===== config.mk =====
export PLATFORM = sky130hd
export DESIGN_NAME = uart_rx_fifo
export DESIGN_NICKNAME = d
export VERILOG_FILES = /design/src/rtl/protosoc_uart_pkg.sv /design/src/rtl/uart_rx_sync_fifo.sv /design/src/rtl/uart_rx_fifo.sv
export SDC_FILE = /design/constraint.sdc
export NUM_CORES = 1
export LEC_CHECK = 0
export CORE_ASPECT_RATIO = 0.8
export CORE_MARGIN = 2
export CORE_UTILIZATION = 35
export CTS_BUF_LIST = sky130_fd_sc_hd__clkbuf_8
export CTS_CLUSTER_SIZE = 24
export DETAILED_ROUTE_END_ITERATION = 16
export PLACE_DENSITY = 0.55
export SYNTH_ARGS = -nofsm -noshare
export SYNTH_HDL_FRONTEND = slang
export SYNTH_HIERARCHICAL = 1
export SYNTH_SLANG_ARGS = --single-unit

===== constraint.sdc =====
create_clock -name clk -period 5.05 [get_ports clk]
set_input_delay 0.7575 -clock clk [delete_from_list [all_inputs] [get_ports clk]]
set_output_delay 0.7575 -clock clk [all_outputs]
set_load 0.02 [all_outputs]

===== src/rtl/protosoc_uart_pkg.sv =====
// ProtoSOC UART shared definitions: receive FSM state encoding and frame constants.
// Pure constants; no timing, no flow control.
package protosoc_uart_pkg;

   localparam int UART_DATA_BITS            = 8;
   localparam int UART_CLKS_PER_BIT_DEFAULT = 434;

   localparam logic [2:0] ST_IDLE      = 3'd0;
   localparam logic [2:0] ST_START     = 3'd1;
   localparam logic [2:0] ST_DATA      = 3'd2;
   localparam logic [2:0] ST_PARITY    = 3'd3;
   localparam logic [2:0] ST_STOP      = 3'd4;
   localparam logic [2:0] ST_WAIT_HIGH = 3'd5;

endpackage


===== src/rtl/uart_rx_sync_fifo.sv =====
// First-word fall-through byte FIFO; write visible at dout one cycle after push.
// Push while full is dropped unless a pop happens in the same cycle; pop while empty is ignored.
module uart_rx_sync_fifo #(
   parameter int DEPTH = 8,
   parameter int WIDTH = 8
) (
   input  logic                     clk,
   input  logic                     reset,
   input  logic                     push,
   input  logic                     pop,
   input  logic [WIDTH-1:0]         din,
   output logic [WIDTH-1:0]         dout,
   output logic [$clog2(DEPTH):0]   count,
   output logic                     full,
   output logic                     empty
);

   localparam int AW = $clog2(DEPTH);
   localparam logic [AW:0] FULL_CNT = (AW+1)'(DEPTH);

   logic [WIDTH-1:0] mem [DEPTH];
   logic [AW-1:0]    wr_ptr;
   logic [AW-1:0]    rd_ptr;
   logic             do_push;
   logic             do_pop;

   assign empty   = (count == '0);
   assign full    = (count == FULL_CNT);
   assign do_pop  = pop & ~empty;
   // When full, a same-cycle pop frees the head slot, which is exactly wr_ptr.
   assign do_push = push & (~full | do_pop);
   assign dout    = empty ? '0 : mem[rd_ptr];

   always_ff @(posedge clk) begin
      if (do_push) mem[wr_ptr] <= din;
   end

   always_ff @(posedge clk or negedge reset) begin
      if (!reset) begin
         wr_ptr <= '0;
         rd_ptr <= '0;
         count  <= '0;
      end else begin
         if (do_push) wr_ptr <= wr_ptr + AW'(1);
         if (do_pop)  rd_ptr <= rd_ptr + AW'(1);
         count <= count + (AW+1)'(do_push) - (AW+1)'(do_pop);
      end
   end

endmodule


===== src/rtl/uart_rx_fifo.sv =====
// UART receiver (8N1, or 8E1 with UART_RX_PARITY_EN) feeding a FWFT byte FIFO; byte visible 2 clk after stop mid-sample.
// No backpressure on the line: a byte arriving to a full FIFO is dropped and flagged as overrun.
module uart_rx_fifo
   import protosoc_uart_pkg::*;
#(
   parameter int CLKS_PER_BIT = UART_CLKS_PER_BIT_DEFAULT,
   parameter int FIFO_DEPTH   = 8
) (
   input  logic                            clk,
   input  logic                            reset,
   input  logic                            rx,
   input  logic                            rdEnable,
   input  logic                            clrErrors,
   output logic [UART_DATA_BITS-1:0]       dataOut,
   output logic                            dataValid,
   output logic [$clog2(FIFO_DEPTH):0]     fifoCount,
   output logic                            frameError,
   output logic                            overrun,
`ifdef UART_RX_PARITY_EN
   output logic                            parityError,
`endif
   output logic                            busy
);

   localparam int CW = $clog2(CLKS_PER_BIT);
   localparam logic [CW-1:0] HALF_LAST = CW'(CLKS_PER_BIT / 2 - 1);
   localparam logic [CW-1:0] BIT_LAST  = CW'(CLKS_PER_BIT - 1);
   localparam logic [2:0]    IDX_LAST  = 3'(UART_DATA_BITS - 1);

   logic                      rx_meta;
   logic                      rx_s;
   logic [2:0]                state;
   logic [CW-1:0]             bit_cnt;
   logic [2:0]                bit_idx;
   logic [UART_DATA_BITS-1:0] shreg;
   logic                      push_req;
   logic                      frame_set;
   logic                      par_bad;
   logic                      fifo_full;
   logic                      fifo_empty;
   logic                      ovr_set;

   always_ff @(posedge clk or negedge reset) begin
      if (!reset) begin
         rx_meta <= 1'b1;
         rx_s    <= 1'b1;
      end else begin
         rx_meta <= rx;
         rx_s    <= rx_meta;
      end
   end

`ifdef UART_RX_PARITY_EN
   logic par_set;

   always_ff @(posedge clk or negedge reset) begin
      if (!reset) begin
         par_bad <= 1'b0;
         par_set <= 1'b0;
      end else begin
         par_set <= 1'b0;
         if (state == ST_PARITY && bit_cnt == BIT_LAST) begin
            par_bad <= rx_s ^ (^shreg);
            par_set <= rx_s ^ (^shreg);
         end
      end
   end
`else
   assign par_bad = 1'b0;
`endif

   // The timer is cleared on every transition so each state measures from its own entry.
   always_ff @(posedge clk or negedge reset) begin
      if (!reset) begin
         state     <= ST_IDLE;
         bit_cnt   <= '0;
         bit_idx   <= '0;
         shreg     <= '0;
         push_req  <= 1'b0;
         frame_set <= 1'b0;
      end else begin
         push_req  <= 1'b0;
         frame_set <= 1'b0;
         bit_cnt   <= bit_cnt + CW'(1);
         case (state)
            ST_IDLE: begin
               bit_cnt <= '0;
               if (!rx_s) state <= ST_START;
            end
            ST_START: begin
               if (bit_cnt == HALF_LAST) begin
                  bit_cnt <= '0;
                  bit_idx <= '0;
                  state   <= rx_s ? ST_IDLE : ST_DATA;
               end
            end
            ST_DATA: begin
               if (bit_cnt == BIT_LAST) begin
                  bit_cnt <= '0;
                  shreg   <= {rx_s, shreg[UART_DATA_BITS-1:1]};
                  if (bit_idx == IDX_LAST) begin
`ifdef UART_RX_PARITY_EN
                     state <= ST_PARITY;
`else
                     state <= ST_STOP;
`endif
                  end else begin
                     bit_idx <= bit_idx + 3'd1;
                  end
               end
            end
            ST_PARITY: begin
               if (bit_cnt == BIT_LAST) begin
                  bit_cnt <= '0;
                  state   <= ST_STOP;
               end
            end
            ST_STOP: begin
               if (bit_cnt == BIT_LAST) begin
                  bit_cnt <= '0;
                  if (rx_s) begin
                     push_req <= ~par_bad;
                     state    <= ST_IDLE;
                  end else begin
                     frame_set <= 1'b1;
                     state     <= ST_WAIT_HIGH;
                  end
               end
            end
            ST_WAIT_HIGH: begin
               bit_cnt <= '0;
               if (rx_s) state <= ST_IDLE;
            end
            default: begin
               bit_cnt <= '0;
               state   <= ST_IDLE;
            end
         endcase
      end
   end

   uart_rx_sync_fifo #(
      .DEPTH (FIFO_DEPTH),
      .WIDTH (UART_DATA_BITS)
   ) u_fifo (
      .clk   (clk),
      .reset (reset),
      .push  (push_req),
      .pop   (rdEnable),
      .din   (shreg),
      .dout  (dataOut),
      .count (fifoCount),
      .full  (fifo_full),
      .empty (fifo_empty)
   );

   assign ovr_set   = push_req & fifo_full & ~(rdEnable & ~fifo_empty);
   assign dataValid = ~fifo_empty;
   assign busy      = (state != ST_IDLE);

   // A new error event takes priority over a coincident clear.
   always_ff @(posedge clk or negedge reset) begin
      if (!reset) begin
         frameError <= 1'b0;
         overrun    <= 1'b0;
      end else begin
         if (frame_set)      frameError <= 1'b1;
         else if (clrErrors) frameError <= 1'b0;
         if (ovr_set)        overrun    <= 1'b1;
         else if (clrErrors) overrun    <= 1'b0;
      end
   end

`ifdef UART_RX_PARITY_EN
   always_ff @(posedge clk or negedge reset) begin
      if (!reset)         parityError <= 1'b0;
      else if (par_set)   parityError <= 1'b1;
      else if (clrErrors) parityError <= 1'b0;
   end
`endif

endmodule


== After elaboration in Yosys (flattened, before gate mapping) ==
Memories as Yosys holds them, arrays and structs flattened.
Index checks and enable logic that the tools add are counted.
Word-level totals
  memory bits (read-only): 0
  logic and storage cells: 84
  flip-flop bits (word level): 39
  output and inout port bits: 16
  bits in writable memories: 64
  memories kept: 1
  bits in latches: 0
Cells by class
  order comparisons: 0
  bitwise logic cells: 8
  equal/unequal tests: 17
  mux-type cells: 29
  add/sub/neg operators: 6
  reductions and logical operators: 10
  div/mod/pow operators: 0
  multipliers: 0
  shift-type cells: 0
Memory list
  u_fifo.mem: depth 8, bits a word 8, rd ports 1, clocked after Yosys merged registers in 0, write ports 1, RTL line uart_rx_sync_fifo.sv:21  | logic [WIDTH-1:0] mem [DEPTH];
Operators by type and width (count)
  3-bit 2-to-1 mux: 11
  9-bit 2-to-1 mux: 2
  3-bit one-hot mux with 6 select lines: 1
  9-bit one-hot mux with 2 select lines: 1
  2-bit inequality test (second input constant): 8
  1-bit 2-to-1 mux: 11
  3-bit by 1-bit adder with 3-bit output (second input constant): 3
  9-bit by 1-bit adder with 9-bit output (second input constant): 1
  3-bit == test (second input constant): 3
  9-bit by 8-bit == test with 1-bit output (second input constant): 1
  9-bit == test (second input constant): 1
  8-bit 2-to-1 mux: 1
  7-bit AND reduction: 1
  3-bit by 2-bit == test with 1-bit output (second input constant): 2
  3-bit one-hot mux with 2 select lines: 1
  2-bit nonzero test: 3
  4-bit by 1-bit adder with 4-bit output: 1
  1-bit AND: 4
  4-bit == test (second input constant): 1
  4-bit logical NOT: 1
  4-bit AND reduction: 1
  4-bit by 1-bit subtractor with 4-bit output: 1
  3-bit by 1-bit == test with 1-bit output (second input constant): 1
  3-bit logical NOT: 1
  other kinds (6): 8

== Longest topological paths before layout ==
Gate-level depths: netlist of run 1.
  depth in word-level cells: 7
  mapped depth: 9
  mapped depth without buffers: 9

== Cells and area by module ==
Netlist of run 1, hierarchy kept.
Modules (own cells, without submodules)
  uart_rx_sync_fifo: area each 3118.0 um^2, cells each 189, instances 1
  uart_rx_fifo: area each 1345.0 um^2, cells each 116, instances 1

== Least setup slack after synthesis of run 1 ==
No wires, ideal clock.
  path kind: in2reg
  from: in rdEnable
  to: mem u_fifo.mem[0][0] (enable)
  arrival: 1.966 ns
  data required time: 4.655 ns
  path slack: 2.690 ns
  cell stages on the path: 3
  library setup time: 0.395 ns
  path through: nor2b_1 o21ai_4 nor4_1
Between the ends
  word-level cells in the longest chain between the ends: 5
Ends and longest elaborated chain
  start: declaration: RTL line uart_rx_fifo.sv:12  | input logic rdEnable,
  1-bit AND: RTL line uart_rx_sync_fifo.sv:29  | assign do_pop = pop & ~empty;
  1-bit OR: RTL line uart_rx_sync_fifo.sv:31  | assign do_push = push & (~full | do_pop);
  1-bit AND: RTL line uart_rx_sync_fifo.sv:31
  1-bit 2-to-1 mux: RTL line uart_rx_sync_fifo.sv:35  | if (do_push) mem[wr_ptr] <= din;
  1-bit 2-to-1 mux (implied by the code): RTL line uart_rx_sync_fifo.sv:35
  end: declaration: RTL line uart_rx_sync_fifo.sv:21
No other way between the ends.

== Worst setup path after layout of run 1 ==
  from: reg u_fifo.rd_ptr[1]
  to: out dataOut[5]
Between the ends
  word-level cells in the longest chain between the ends: 2
Ends and longest elaborated chain
  start: declaration: RTL line uart_rx_sync_fifo.sv:23  | logic [AW-1:0] rd_ptr;
  start signal: assignment: RTL line uart_rx_sync_fifo.sv:45  | if (do_pop) rd_ptr <= rd_ptr + AW'(1);
  memory 8 x 8 bit
  8-bit 2-to-1 mux: RTL line uart_rx_sync_fifo.sv:32  | assign dout = empty ? '0 : mem[rd_ptr];
  end: declaration: RTL line uart_rx_fifo.sv:14  | output logic [UART_DATA_BITS-1:0] dataOut,
No other way between the ends.

==> metrics.md, run 1 <==
| Metric | Value |
|---|---|
| Post-Synth Simple-Gate Area | `0.09195` |
| Worst hold path depth | `0` |
| Cell leakage power | `2.103 nW` |
| Synth unique cells | `46` |
| Ys Warns | `6` |
| Vias/cell | `4.781` |
| Delay-heaviest family, CP | `flip-flops` |
| Setup ws final | `1555 ps` |
| Final setup viols | `0` |
| Root buffer cell | `clkbuf_8` |
| CP arrival | `2740 ps` |
| Final core utilization | `0.4096` |
| Slowest CP cell | `dfrtp_2` |
| Top FF cell, synth | `edfxtp_1` |
| Die W | `130.3 µm` |
| FF-to-FF setup slack | `2500 ps` |
| RR Endpoint | `u_fifo/mem[4][0]` |
| Gr usage total | `0.1247` |
| EDFF count, synth | `64` |
| TritonRoute pass-1 iters | `5` |
| Final Max Slew Viols | `0` |
| Async S/R FF share, synth | `0.3786` |
| Layout cells sized above 1 | `0.1254` |
| DR vias | `2419` |
| Post-route ant nets | `0` |
| RSZ-0062 raised after global routing | `no` |
| Full die area | `13680 µm²` |
| Number of synthesized register bits | `103` |
| Final hold violations | `0` |
| Congestion Overflow GR | `0` |
| Skew final | `16.30 ps` |
| Final WL | `7676 µm` |
| Syn Area/Cell | `14.63 µm²` |
| FMAX | `286.1 MHz` |
| Setup tns final | `0 ps` |
| CTS Hold Bufs | `0` |
| Max stage delay on crit path | `1030 ps` |
| Peak VDD IR | `0.1690 mV` |
| PwrDens | `433.6 nW/µm²` |
| Synth Area in XOR/XNOR | `0.02355` |
| Final min period | `3495 ps` |
| Clock tree sinks | `103` |
| Fin crit share | `0.6921` |
| Clock latency on the worst-skew pair | `390 ps` |
| Synth top area share | `0.4306` |
| H-Tree Depth | `3` |
| IO Port Bufs | `20` |
| Maximum fanout along the worst path | `34` |
| CTS buffer count | `9` |
| Hold path startpoint | `rx_meta` |
| Hold Path Sink | `rx_s` |
| First-pass GRT wire length | `12790 µm` |
| Crit Path Class | `register to output pin` |
| Status | `completed` |
| DP Worst Slack | `1789 ps` |
| Synth top cells by count | `edfxtp_1 (64), dfrtp_1 (37), mux2i_1 (35)` |
| Clock Path Buffers | `2` |
| Worst path required time | `4290 ps` |
| Worst hold path type | `register to register` |
| Mapped Area | `4463 µm²` |
| Adder-cell share of the synthesized area | `0.03813` |
| Setup crit end kind | `output pin` |
| Layout area overhead | `12.87%` |
| Reg2reg start | `u_fifo/count[2]` |
| Largest family of logic cells by synthesized area | `multiplexers` |
| Core box area | `12300 µm²` |
| Clock transition at path regs | `110 ps` |
| Vias in the first global route | `2389` |
| Nets@finish | `348` |
| GPL Wtd Cong | `0.7851` |
| 1st-iter DRT viols | `122` |
| N_diodes | `0` |
| DR WL/cell | `15.17 µm` |
| Syn Nets | `323` |
| Final Power | `0.002184 W` |
| Drt drc | `0` |
| Worst Tran Pin Value | `1277 ps` |
| Starting Density | `0.3629` |
| Sequential share of the synthesized area | `0.6498` |
| Slew HR | `0.1420` |
| Num rows | `36` |
| Post-DP HPWL | `5177 µm` |
| Most common cell in the synthesized netlist | `edfxtp_1` |
| Post CTS Setup Buffer Count | `0` |
| Die H | `105 µm` |
| Synth Area in Compound Gates | `0.06056` |
| Largest cells by area after synthesis | `edfxtp_1 (43%), dfrtp_1 (21%), mux2i_1 (7.8%), ha_1 (3.4%), a22o_1 (3.1%)` |
| Cell breakdown of the critical path | `mux2i_1 > a22o_1 > nor3_1 > clkdlybuf4s50_1` |
| Multiplexer share of the synthesized area | `0.1096` |
| Buf/Inv on CP | `1` |
| Critical path startpoint category | `register` |
| Initial antenna violation count | `0` |
| CTS tree | `done` |
| Synthesized instance count | `305` |
| Max-cap violations | `0` |
| Boundary Pins | `21` |
| Area leader, netlist | `edfxtp_1` |
| Post-CTS Resized | `0` |
| Largest net degree at the start of global routing | `40` |
| Worst Reg-to-Reg Cells | `5` |
-- registers in the layout, summed over array words and instances (netlist names) --
name           cells
shreg              8
state              3
u_fifo/wr_ptr      3
bit_idx            3
frameError         1
u_fifo/count       4
u_fifo/mem        64
rx_s               1
push_req           1
frame_set          1
overrun            1
rx_meta            1
u_fifo/rd_ptr      3
bit_cnt            9
-- layer usage --
metal | global-route usage | share of wire | wire [µm]
met5 | 0 | 0 | 0
met3 | 0.03789 | 0.042 | 323
met4 | 0.04992 | 0.019 | 145
met1 | 0.1753 | 0.50 | 3867
met2 | 0.1791 | 0.43 | 3339
-- cell type report --
type	count	area, µm²
Clock buffer	9	123.9
Clock inverter	7	82.58
Fill cell	1146	7259
Inverter	14	52.55
Multi-Input combinational cell	179	1445
Sequential cell	103	2902
Tap cell	171	214.0
Timing Repair Buffer	23	217.7
-- power breakdown --
part	internal [W]	leakage, nW	switching (W)
clock network	0.000199	0.101	0.000321
logic	0.000342	0.751	0.000304
registers	0.000920	1.25	0.0000990
-- cell usage in the layout (no fill, tap or decap), drive strengths merged, types with 2 or more instances in the layout --
master,n
or3b,2
a22o,16
edfxtp,64
nand3,4
clkinv,2
or3,4
ha,12
dfrtp,37
buf,4
a21o,2
nor4bb,2
xnor2,9
dfstp,2
mux2,12
o211ai,2
nand2b,5
clkdlybuf4s50,19
mux2i,35
inv,18
nor3,18
xor2,3
nand2,10
nor2b,6
nor2,17
clkbuf,9
o21ai,4
a21oi,3
-- through the flow --
step / cell area, µm² / std cells / hold slack, ps
4_1_cts: 5037 / 506 / 363.8
6_report: 5037 / 506 / 362.3
3_3_place_gp: 4831 / 490 / 347.9
3_5_place_dp: 4831 / 490 / 347.8
5_1_grt: 5037 / 506 / 366.2
2_1_floorplan: 4463 / 305 / 345.2
-- kinds of logic (layout without fill, tap and decap cells) --
kind of cell / after synthesis / after routing
xor gates and xnor gates: 12 / 12
AOI/OAI and AO/OA: 31 / 31
adders and majority gates: 13 / 13
DFF: 103 / 103
buffers and inverters: 23 / 53
muxes: 47 / 47
and+or+nand+nor: 76 / 76
-- how the worst max path moves through the flow --
| stage | slack, ps | cells after the start | startpoint | end |
|---|---|---|---|---|
| global route | 1350 | 4 | u_fifo/rd_ptr[1] | dataOut[5] |
| detailed placement | 1790 | 4 | rdEnable | u_fifo/mem[4][5] |
| global placement | 1900 | 4 | rdEnable | u_fifo/mem[4][5] |
| CTS | 1510 | 4 | u_fifo/rd_ptr[1] | dataOut[5] |
| finish | 1550 | 4 | u_fifo/rd_ptr[1] | dataOut[5] |
| floorplan | 2690 | 3 | rdEnable | u_fifo/mem[0][0] |
Power figures use the tool's default switching activity.
==> run 2: changes to the inputs <==
PLACE_DENSITY = 0.57   (was 0.55)
clock period = 3 ns   (was 5.05 ns; I/O delays follow)
==> metrics.md, run 2 (same netlist as run 1, synthesis figures left out) <==
| Metric | Value |
|---|---|
| Drt drc | `0` |
| Met2 GRT Util | `0.1810` |
| Met3 Usage GRT | `0.03687` |
| Met1 Use GR | `0.1727` |
| Slowest CP cell | `clkdlybuf4s50_1` |
| Final hold violations | `0` |
| Vias/cell | `4.722` |
| Worst hold path type | `input port to asynchronous set/reset pin` |
| Root buffer cell | `clkbuf_8` |
| Die W | `130.3 µm` |
| Worst Tran Pin Value | `881.4 ps` |
| Most frequent cells in the layout | `edfxtp_1 (64), dfrtp_1 (36), mux2i_1 (35)` |
| Cell leakage power | `2.161 nW` |
| Logic pwr share | `0.329` |
| Vias in the first global route | `2419` |
| Nets@finish | `357` |
| CTS buffer count | `9` |
| Int Power | `0.002545 W` |
| Critical path startpoint category | `register` |
| Largest net degree at the start of global routing | `40` |
| Delay-heaviest family, CP | `buffers and inverters` |
| H-Tree Depth | `3` |
| GPL Wtd Cong | `0.7694` |
| TritonRoute pass-1 iters | `4` |
| Boundary Pins | `21` |
| CTS Hold Bufs | `0` |
| Final WL | `7816 µm` |
| Worst Reg-to-Reg Cells | `10` |
| DR vias | `2432` |
| Max stage delay on crit path | `670 ps` |
| Clock power frac | `0.237` |
| Skew final | `4.814 ps` |
| Post-route ant nets | `0` |
| Reg2reg start | `u_fifo/count[2]` |
| Slew HR | `0.4124` |
| FMAX | `362.9 MHz` |
| Most Crowded Layer GR | `met2` |
| Commonest non-fill, non-tap cell in the layout | `edfxtp_1` |
| Sw frac | `0.3135` |
| Max-cap violations | `0` |
| DR WL/cell | `15.18 µm` |
| Post CTS Setup Buffer Count | `0` |
| Full die area | `13680 µm²` |
| Final min period | `2756 ps` |
| Worst path required time | `2550 ps` |
| Setup crit end kind | `output pin` |
| Die H | `105 µm` |
| Post-CTS Resized | `0` |
| Final Max Slew Viols | `0` |
| Maximum fanout along the worst path | `11` |
| Net switching power | `0.001162 W` |
| Clock tree sinks | `103` |
| RSZ-0062 raised after global routing | `no` |
| Starting Density | `0.3629` |
| First-pass GRT wire length | `12700 µm` |
| Congestion Overflow GR | `0` |
| Final setup viols | `0` |
| Finished Layout Cells | `515` |
| Clock transition at path regs | `90 ps` |
| Max reg flops | `64` |
| Gr usage total | `0.1226` |
| Num rows | `36` |
| Critical path origin | `u_fifo/count[2]` |
| Cell breakdown of the critical path | `inv_1 > ha_1 > nor3b_1 > buf_4 > nor3_1 > clkdlybuf4s50_1` |
| Clock Path Buffers | `2` |
| Layout cells sized above 1 | `0.1483` |
| Clock latency on the worst-skew pair | `370 ps` |
| Buf/Inv on CP | `3` |
| Post-DP HPWL | `5489 µm` |
| 1st-iter DRT viols | `136` |
| Crit Path Class | `register to output pin` |
| Fin crit share | `0.9186` |
| RR Endpoint | `u_fifo/count[2]` |
| Initial antenna violation count | `0` |
| Placed Cells | `499` |
| Core box area | `12300 µm²` |
| CTS tree | `done` |
| PwrDens | `725.2 nW/µm²` |
| Peak VDD IR | `0.3187 mV` |
| Layout area overhead | `14.55%` |
| Setup tns final | `0 ps` |
| Sequential share of power | `0.434` |
| Regs by FF count | `u_fifo/mem (64), bit_cnt (9), shreg (8)` |
| FF-to-FF setup slack | `620 ps` |
| CP arrival | `2310 ps` |
| IO Port Bufs | `20` |
| Biggest register | `u_fifo/mem` |
| Status | `completed` |
| N_diodes | `0` |
==> run 2: cell types whose count changed in the layout (fill, tap and decap cells not counted), sizes merged <==
cell      before  now
clkinvlp       1    0
buf            4   13
bufinv         0    1
==> run 2: layout make-up <==
class / count / area (µm²)
multi-input cells: 179 / 1445
clock inverters: 7 / 77.57
repair buffers: 32 / 297.8
clock buffers: 9 / 123.9
well taps: 171 / 214.0
inverters: 14 / 52.55
flip-flops and latches: 103 / 2902
fillers: 1124 / 7184
==> run 2: worst max path at each step <==
stage | endpoint | slack [ps] | cells past startpoint
after global placement | dataOut[5] | 630 | 5
after detailed placement | u_fifo/count[2] | 590 | 10
after global routing | dataOut[5] | 120 | 6
after CTS | dataOut[5] | 190 | 6
final | dataOut[5] | 240 | 6
after floorplan | u_fifo/mem[0][0] | 670 | 5
==> run 2: power by group through the flow <==
stage / logic (W) / registers, W / clock network (W)
6_report: 0.00122 / 0.00161 / 0.000877
5_1_grt: 0.00132 / 0.00162 / 0.000974
4_1_cts: 0.00124 / 0.00161 / 0.000922
3_5_place_dp: 0.00124 / 0.00164 / 0
3_3_place_gp: 0.00123 / 0.00164 / 0
2_1_floorplan: 0.000804 / 0.00166 / 0
==> run 2: per-stage QoR <==
step	utilization	setup slack, ps	hold slack [ps]	instance area (µm²)	power [W]
3_3_place_gp	0.3994	630.9	346.7	4911	0.002866
6_report	0.4158	244.1	198.3	5112	0.003707
4_1_cts	0.4158	193.2	217.0	5112	0.003775
3_5_place_dp	0.3994	589.4	347.6	4911	0.002880
2_1_floorplan	-	667.3	154.4	4463	0.002464
5_1_grt	0.4158	117.8	259.8	5112	0.003911
==> run 2: routing by layer <==
layer / wire (µm) / vias to the layer above / part of all wire
li1: - / 1199 / -
met1: 4012 / 1195 / 0.51
met2: 3445 / 30 / 0.44
met3: 254 / 8 / 0.032
met4: 104 / 0 / 0.013
met5: 0 / - / 0
